`config.mk`:
```
export PLATFORM = sky130hd
export DESIGN_NAME = control_filtro_biquad
export DESIGN_NICKNAME = d
export VERILOG_FILES = /design/src/rtl/control_filtro_biquad_pkg.sv /design/src/rtl/control_filtro_biquad_contador_espera.sv /design/src/rtl/control_filtro_biquad.sv
export SDC_FILE = /design/constraint.sdc
export NUM_CORES = 1
export LEC_CHECK = 0
export ABC_AREA = 1
export CELL_PAD_IN_SITES_DETAIL_PLACEMENT = 0
export CELL_PAD_IN_SITES_GLOBAL_PLACEMENT = 2
export CORE_ASPECT_RATIO = 0.75
export CORE_UTILIZATION = 24
export CTS_BUF_LIST = sky130_fd_sc_hd__clkbuf_2 sky130_fd_sc_hd__clkbuf_4 sky130_fd_sc_hd__clkbuf_8
export DETAILED_ROUTE_END_ITERATION = 8
export PLACE_DENSITY_LB_ADDON = 0.1
export REMOVE_ABC_BUFFERS = 1
export SKIP_CTS_REPAIR_TIMING = 1
export SLEW_MARGIN = 30
export SYNTH_ARGS = -nofsm -noshare
export SYNTH_HDL_FRONTEND = slang
export SYNTH_SLANG_ARGS = --single-unit
```
`constraint.sdc`:
```
create_clock -name clk -period 3.4 [get_ports clk]
set_input_delay 0.51 -clock clk [delete_from_list [all_inputs] [get_ports clk]]
set_output_delay 0.51 -clock clk [all_outputs]
set_load 0.05 [all_outputs]
```
`src/rtl/control_filtro_biquad_pkg.sv`:
```
// -----------------------------------------------------------------------------
// control_filtro_biquad_pkg
// Shared constants for the biquad control unit and its datapath:
//   - FSM state encodings (3 bits), IDLE, five MAC steps, SHIFT
//   - mux select codes for the signal (S), coefficient (C) and addend (Z)
//     operands of the datapath operation resultado = S*C + Z
//   - dwell counter width
// -----------------------------------------------------------------------------
package control_filtro_biquad_pkg;

  localparam logic [2:0] ST_IDLE  = 3'd0;
  localparam logic [2:0] ST_MAC1  = 3'd1;
  localparam logic [2:0] ST_MAC2  = 3'd2;
  localparam logic [2:0] ST_MAC3  = 3'd3;
  localparam logic [2:0] ST_MAC4  = 3'd4;
  localparam logic [2:0] ST_MAC5  = 3'd5;
  localparam logic [2:0] ST_SHIFT = 3'd6;

  localparam logic [2:0] SEL_S_FK  = 3'd0;
  localparam logic [2:0] SEL_S_FK1 = 3'd1;
  localparam logic [2:0] SEL_S_FK2 = 3'd2;
  localparam logic [2:0] SEL_S_UK  = 3'd3;

  // b2 equals b0 for the symmetric low-pass numerator, so SEL_C_B0 serves both
  localparam logic [1:0] SEL_C_A1 = 2'd0;
  localparam logic [1:0] SEL_C_A2 = 2'd1;
  localparam logic [1:0] SEL_C_B0 = 2'd2;
  localparam logic [1:0] SEL_C_B1 = 2'd3;

  localparam logic [2:0] SEL_Z_CERO = 3'd0;
  localparam logic [2:0] SEL_Z_UK   = 3'd1;
  localparam logic [2:0] SEL_Z_AC1  = 3'd2;
  localparam logic [2:0] SEL_Z_AC2  = 3'd3;
  localparam logic [2:0] SEL_Z_AC3  = 3'd4;

  localparam int CNT_W = 4;

endpackage

```
`src/rtl/control_filtro_biquad_contador_espera.sv`:
```
// -----------------------------------------------------------------------------
// contador_espera
// Dwell counter for the MAC states. Counts cycles spent in the current state
// and flags the last dwell cycle.
//   i_clk    system clock
//   i_reset  synchronous active-high reset (count -> 0)
//   i_clr    reload the count to 0 at the next edge (state change / idle)
//   o_fin    high during the last of MAC_CYCLES dwell cycles
// -----------------------------------------------------------------------------
module contador_espera
  import control_filtro_biquad_pkg::*;
#(
  parameter int MAC_CYCLES = 1
) (
  input  logic i_clk,
  input  logic i_reset,
  input  logic i_clr,
  output logic o_fin
);

  localparam logic [CNT_W-1:0] LAST = CNT_W'(MAC_CYCLES - 1);

  logic [CNT_W-1:0] r_cnt;

  // Saturates at LAST so the count can never wrap while a state is held
  always_ff @(posedge i_clk) begin
    if (i_reset) begin
      r_cnt <= '0;
    end else if (i_clr) begin
      r_cnt <= '0;
    end else if (r_cnt != LAST) begin
      r_cnt <= r_cnt + 1'b1;
    end
  end

  assign o_fin = (r_cnt == LAST);

endmodule

```
`src/rtl/control_filtro_biquad.sv`:
```
// -----------------------------------------------------------------------------
// control_filtro_biquad
// Sequencer for the low-pass biquad datapath. Each start strobe runs five
// multiply-accumulate steps and one history shift, then pulses done.
//   clk       system clock
//   reset     synchronous active-high reset
//   start     one-cycle sample strobe (ignored while busy, sets overrun)
//   en1..en7  datapath register loads: yk, fk, fk1, fk2, acum1, acum2, acum3
//   selmuxS   signal operand select
//   selmuxC   coefficient select
//   selmuxZ   addend select
//   busy      sequence in progress (MAC1..SHIFT)
//   done      one-cycle pulse in the first IDLE cycle after SHIFT
//   overrun   sticky: start seen while busy, cleared only by reset
// All outputs are decoded from registers only; none depends on start.
// -----------------------------------------------------------------------------
module control_filtro_biquad
  import control_filtro_biquad_pkg::*;
#(
  parameter int MAC_CYCLES = 1
) (
  input  logic       clk,
  input  logic       reset,
  input  logic       start,
  output logic       en1,
  output logic       en2,
  output logic       en3,
  output logic       en4,
  output logic       en5,
  output logic       en6,
  output logic       en7,
  output logic [2:0] selmuxS,
  output logic [1:0] selmuxC,
  output logic [2:0] selmuxZ,
  output logic       busy,
  output logic       done,
  output logic       overrun
);

  logic [2:0] r_state;
  logic [2:0] w_next;
  logic       r_done;
  logic       r_overrun;
  logic       w_fin;
  logic       w_clr;

  always_comb begin
    w_next = r_state;
    case (r_state)
      ST_IDLE:  if (start) w_next = ST_MAC1;
      ST_MAC1:  if (w_fin) w_next = ST_MAC2;
      ST_MAC2:  if (w_fin) w_next = ST_MAC3;
      ST_MAC3:  if (w_fin) w_next = ST_MAC4;
      ST_MAC4:  if (w_fin) w_next = ST_MAC5;
      ST_MAC5:  if (w_fin) w_next = ST_SHIFT;
      ST_SHIFT: w_next = ST_IDLE;
      default:  w_next = ST_IDLE;
    endcase
  end

  // Counter restarts from 0 in the first cycle of every new state and is
  // parked at 0 while idle
  assign w_clr = (w_next != r_state) || (r_state == ST_IDLE);

  contador_espera #(
    .MAC_CYCLES(MAC_CYCLES)
  ) u_espera (
    .i_clk   (clk),
    .i_reset (reset),
    .i_clr   (w_clr),
    .o_fin   (w_fin)
  );

  always_ff @(posedge clk) begin
    if (reset) begin
      r_state   <= ST_IDLE;
      r_done    <= 1'b0;
      r_overrun <= 1'b0;
    end else begin
      r_state <= w_next;
      // Registered so done lands in the IDLE cycle that follows SHIFT
      r_done  <= (r_state == ST_SHIFT);
      if (start && (r_state != ST_IDLE)) begin
        r_overrun <= 1'b1;
      end
    end
  end

  // Selects are held for the whole dwell; each load enable fires only in the
  // last dwell cycle so the arithmetic has settled when it is captured
  always_comb begin
    en1     = 1'b0;
    en2     = 1'b0;
    en3     = 1'b0;
    en4     = 1'b0;
    en5     = 1'b0;
    en6     = 1'b0;
    en7     = 1'b0;
    selmuxS = SEL_S_FK;
    selmuxC = SEL_C_A1;
    selmuxZ = SEL_Z_CERO;
    case (r_state)
      ST_MAC1: begin
        selmuxS = SEL_S_FK1;
        selmuxC = SEL_C_A1;
        selmuxZ = SEL_Z_UK;
        en5     = w_fin;
      end
      ST_MAC2: begin
        selmuxS = SEL_S_FK2;
        selmuxC = SEL_C_A2;
        selmuxZ = SEL_Z_AC1;
        en2     = w_fin;
      end
      ST_MAC3: begin
        selmuxS = SEL_S_FK;
        selmuxC = SEL_C_B0;
        selmuxZ = SEL_Z_CERO;
        en6     = w_fin;
      end
      ST_MAC4: begin
        selmuxS = SEL_S_FK1;
        selmuxC = SEL_C_B1;
        selmuxZ = SEL_Z_AC2;
        en7     = w_fin;
      end
      ST_MAC5: begin
        selmuxS = SEL_S_FK2;
        selmuxC = SEL_C_B0;
        selmuxZ = SEL_Z_AC3;
        en1     = w_fin;
      end
      // fk1 <= fk and fk2 <= fk1 on the same edge: both registers sample
      // their pre-edge inputs, so the history shifts correctly
      ST_SHIFT: begin
        en3 = 1'b1;
        en4 = 1'b1;
      end
      default: begin
      end
    endcase
  end

  assign busy    = (r_state != ST_IDLE);
  assign done    = r_done;
  assign overrun = r_overrun;

endmodule

```
## Word level (Yosys, flattened, before mapping)

Cells that the tools add are included.

- Word-level logic and storage cells: 38
- Input bits: 3
- Output and inout bits: 18
- Register bits: 9

- Equality and inequality tests: 7
- $add $sub $neg: 1
- Muxes and demuxes: 16
- Reductions and logical operators: 10

Operator list:

| kind | number |
|---|---|
| 2-to-1 mux 3 bit | 6 |
| case mux 3 bit (6 select lines) | 1 |
| case mux 3 bit (4 select lines) | 1 |
| equality test 3 bit, second input constant | 3 |
| OR reduction 2 bit | 4 |
| equality test 3 x 2 -> 1 bit, second input constant | 2 |
| 2-to-1 mux 1 bit | 6 |
| case mux 2 bit (3 select lines) | 1 |
| adder 4 x 1 -> 4 bit, second input constant | 1 |
| zero test 4 bit | 1 |
| case mux 2 bit (2 select lines) | 1 |
| nonzero test 4 bit | 1 |
| equality test 3 x 1 -> 1 bit, second input constant | 1 |
| zero test 3 bit | 1 |
| != test 3 bit | 1 |
| nonzero test 3 bit | 1 |
| logical AND 1 bit | 1 |
| logical OR 1 bit | 1 |

## Depth between registers and ports, before layout

- Depth after elaboration: 6
- Depth in mapped cells: 10
- Mapped depth without buffers: 10

## By module

A second synthesis with hierarchy kept.

- Cell total of the unflattened synthesis: 86
- Area total of the unflattened synthesis: 559.3 um^2

By module, submodules not included:

| module | sequential area each (um^2) | area an instance (um^2) | instances | cells each |
|---|---|---|---|---|
| control_filtro_biquad | 100.1 | 342.8 | 1 | 58 |
| contador_espera | 80.1 | 216.5 | 1 | 28 |

## Worst setup path after synthesis

OpenSTA, ideal clock, no wires.

- Path type: flip-flop to output port
- From: reg r_state[1]
- To: out selmuxZ[0]
- Path slack: 0.806 ns
- Data arrival time: 2.084 ns
- Stages on the path, launching flop included: 5
- Data required time: 2.890 ns
- Path through: dfxtp_1 > nor2_1 > inv_1 > o21ai_0 > buf_4

- Longest elaborated chain between the ends: 2
- Elaborated cells between the ends (all ways): 5

RTL lines:

| item | RTL line | source |
|---|---|---|
| from (decl) | control_filtro_biquad.sv:40 | `logic [2:0] r_state;` |
| from (signal assigned) | control_filtro_biquad.sv:80 | `r_state <= w_next;` |
| equality test 3 bit (tied with other cells) | control_filtro_biquad.sv:102 | `case (r_state)` |
| case mux 3 bit (4 select lines) * | control_filtro_biquad.sv:102 |  |
| to (decl) | control_filtro_biquad.sv:34 | `output logic [2:0] selmuxZ,` |

Every way passes the cells marked *; elsewhere a longest branch is shown, timed or not.

## Worst setup path after layout

- From: reg u_espera.r_cnt[0]
- To: out en5

- Longest elaborated chain between the ends: 2

RTL lines:

| item | RTL line | source |
|---|---|---|
| from (decl) | control_filtro_biquad_contador_espera.sv:23 | `logic [CNT_W-1:0] r_cnt;` |
| from (signal assigned) | control_filtro_biquad_contador_espera.sv:32 | `r_cnt <= r_cnt + 1'b1;` |
| zero test 4 bit | control_filtro_biquad_contador_espera.sv:36 | `assign o_fin = (r_cnt == LAST);` |
| 2-to-1 mux 1 bit | control_filtro_biquad.sv:102 |  |
| to (decl) | control_filtro_biquad.sv:29 | `output logic en5,` |

Every way passes these cells.

==> results.ini <==
[placed_design]
portBuffers=19
dp_slack_ps=1070
dp_hpwl_microns=939
post-place-cells=120
routabilityCongestion=0.695

[power]
power.leakage_uw=0.000344
ir_drop_mv=0.253
powerDensity_nw_per_um2=508

[routing]
vias=516
drt-total-wl_mm=1.16
drc=0
wl_per_cell_microns=9.36
dr.first_iter.drc_count=9
routed_via_density=4.16
drt_first_pass_iters=6
postRouteAntennaNets=0

[worst_setup_path]
rr_worst_depth=10
crit_path_end_kind=primary output
critical-path-top-delay-family=buffers and inverters
r2r-start=u_espera.r_cnt[0]
critPathRequiredTime_ps=2890
reg2reg_to=u_espera.r_cnt[3]
critPathMaxFanout=9
cp-start-kind=flip-flop
r2r_slack_ps=2030
slowest_stage=clkdlybuf4s50_1
crit_chain=inv_1 -> ha_1 -> nand2_2 -> nor2_1 -> inv_1 -> nor2_1 -> clkdlybuf4s50_1
crit_buf_inv=3
slowest_delay_ps=800
cp_data_arrival_time_ps=2090
crit_type=flip-flop to primary output

[logic_synthesis]
yosysWarnings=0
ys_ff_latch=9
seq_area_frac_synth=0.341
syn_area_sq_um=528
yosys.cell_types.count=17
syn_area_per_cell_sq_um=6.60
synthCells=80

[status]
outcome=complete, no violations

[timing]
hold_ws_ps=475
fin_skew_ps=3.10
fmax_mhz=385
tightest_slew_ps=507
slew-limit-headroom=0.661
fin_crit_sh=0.764
fin_setup_tns_ps=0
finalCriticalPeriod_ps=2600
drv_slew=0
setup_viol=0
hold_viol=0
rsz0062_at_grt=false
finalWorstSetupSlack_ps=802

[cts]
ctsHtreeMaxLevel=1
cts_buffers=3
path_clk_slew_ps=60
cts_tree=built
cts-root-buf=clkbuf_4
cts_num_sinks=9
cts_buffer_depth=2
clkLatencyLatePin_ps=250

[grt]
antenna_found_initial=0
grt_pass1_vias=468
grt_usage=0.109
grt_max_degree=10
grt_pass1_wl_mm=2.04
grt_overflow=0

[min_path]
min_from=overrun
hold_path_class=flip-flop to flip-flop
holdPathStages=2
min_to=overrun

[final_layout]
antenna_cells=0
instances_no_fill=124
fillers=218
nNetsFinal=106
drive_above_1_share=0.130
syn2layout_area_growth_pct=43.1
utilization=0.372

[floorplanning]
die_w_microns=56.2
chipHeight_microns=42.6
dieArea_sq_um=2390
initial_utilization=0.260
fp.coreArea_sq_um=2030
pin_count=21
rows=14

[run]
drv_cap=0

## state kept, by name (all words and copies together) (netlist names)
name	cells
u_espera.r_cnt	4
r_state	3
done	1
overrun	1
## tightest hold or removal path: cells and delay by family, from the launching register on
family | cells | cell delay, ps
flip-flops | 1 | 330
AND/OR/NAND/NOR | 1 | 70
AO/OA/AOI/OAI | 1 | 50
## cell usage in the layout (no fill, tap or decap)
master and count:
o21ai_0 4, a21oi_1 2, inv_1 12, inv_2 1, clkdlybuf4s50_1 19, and3_2 1, nor2_2 3, nand3_2 1
xor2_1 3, nand2_1 12, nor2_1 19, dfxtp_1 9, clkbuf_4 4, nand2_2 3, conb_1 1, nor3_1 1
ha_1 2, nand3_1 3
## metal layers
metal,vias up,part of all wire,global-route usage
met2,17,0.39,0.150
met4,0,0.0078,0.0585
met5,-,0,0
met3,2,0.056,0.0216
li1,276,-,-
met1,221,0.54,0.159
## how the worst max path moves through the flow
stage / startpoint / end / slack (ps) / cells past startpoint
after floorplan: r_state[1] / selmuxS[0] / 220 / 3
after global placement: u_espera.r_cnt[1] / en1 / 1090 / 7
after detailed placement: u_espera.r_cnt[0] / en5 / 1070 / 7
after CTS: u_espera.r_cnt[0] / en5 / 780 / 7
after global routing: u_espera.r_cnt[0] / en1 / 680 / 7
final: u_espera.r_cnt[0] / en5 / 800 / 7
## cell families after synthesis
logic type / Yosys count / synth area share
xor gates and xnor gates: 3 / 0.0498
adders and majority gates: 2 / 0.0474
other: 1 / 0.00710
buffers and inverters: 16 / 0.135
and+or+nand+nor: 43 / 0.363
AOI/OAI and AO/OA: 6 / 0.0569
DFF: 9 / 0.341
## layout make-up
| cell class | count | area [sq um] | area share |
|---|---|---|---|
| inverters | 13 | 48.8 | 0.0646 |
| flip-flops and latches | 9 | 180 | 0.238 |
| multi-input cells | 55 | 277 | 0.366 |
| well taps | 24 | 30.0 | 0.0397 |
| clock buffers | 4 | 30.0 | 0.0397 |
| repair buffers | 19 | 190 | 0.252 |
## cells in the mapped netlist
cell	n	area share
o21ai_0	4	0.038
dfxtp_1	9	0.34
nor3_1	1	0.0095
nand2_2	3	0.036
inv_2	1	0.0071
inv_1	12	0.085
buf_4	3	0.043
nand3_2	1	0.019
nor2_1	19	0.14
conb_1	1	0.0071
ha_1	2	0.047
a21oi_1	2	0.019
nor2_2	3	0.036
and3_2	1	0.014
nand3_1	3	0.028
nand2_1	12	0.085
xor2_1	3	0.050
## stage by stage
stage | instance area (sq um) | total power [uW]
floorplan | 505 | 245
global placement | 726 | 303
detailed placement | 726 | 301
CTS | 756 | 389
global route | 756 | 407
finish | 756 | 384
## where the power goes
part | internal [uW] | switching, uW | leakage [uW]
registers | 112 | 8.00 | 0.0000731
clock network | 53.0 | 33.9 | 0.0000184
logic | 53.9 | 124 | 0.000253
total | 218 | 166 | 0.000344
Power figures use the tool's default switching activity.
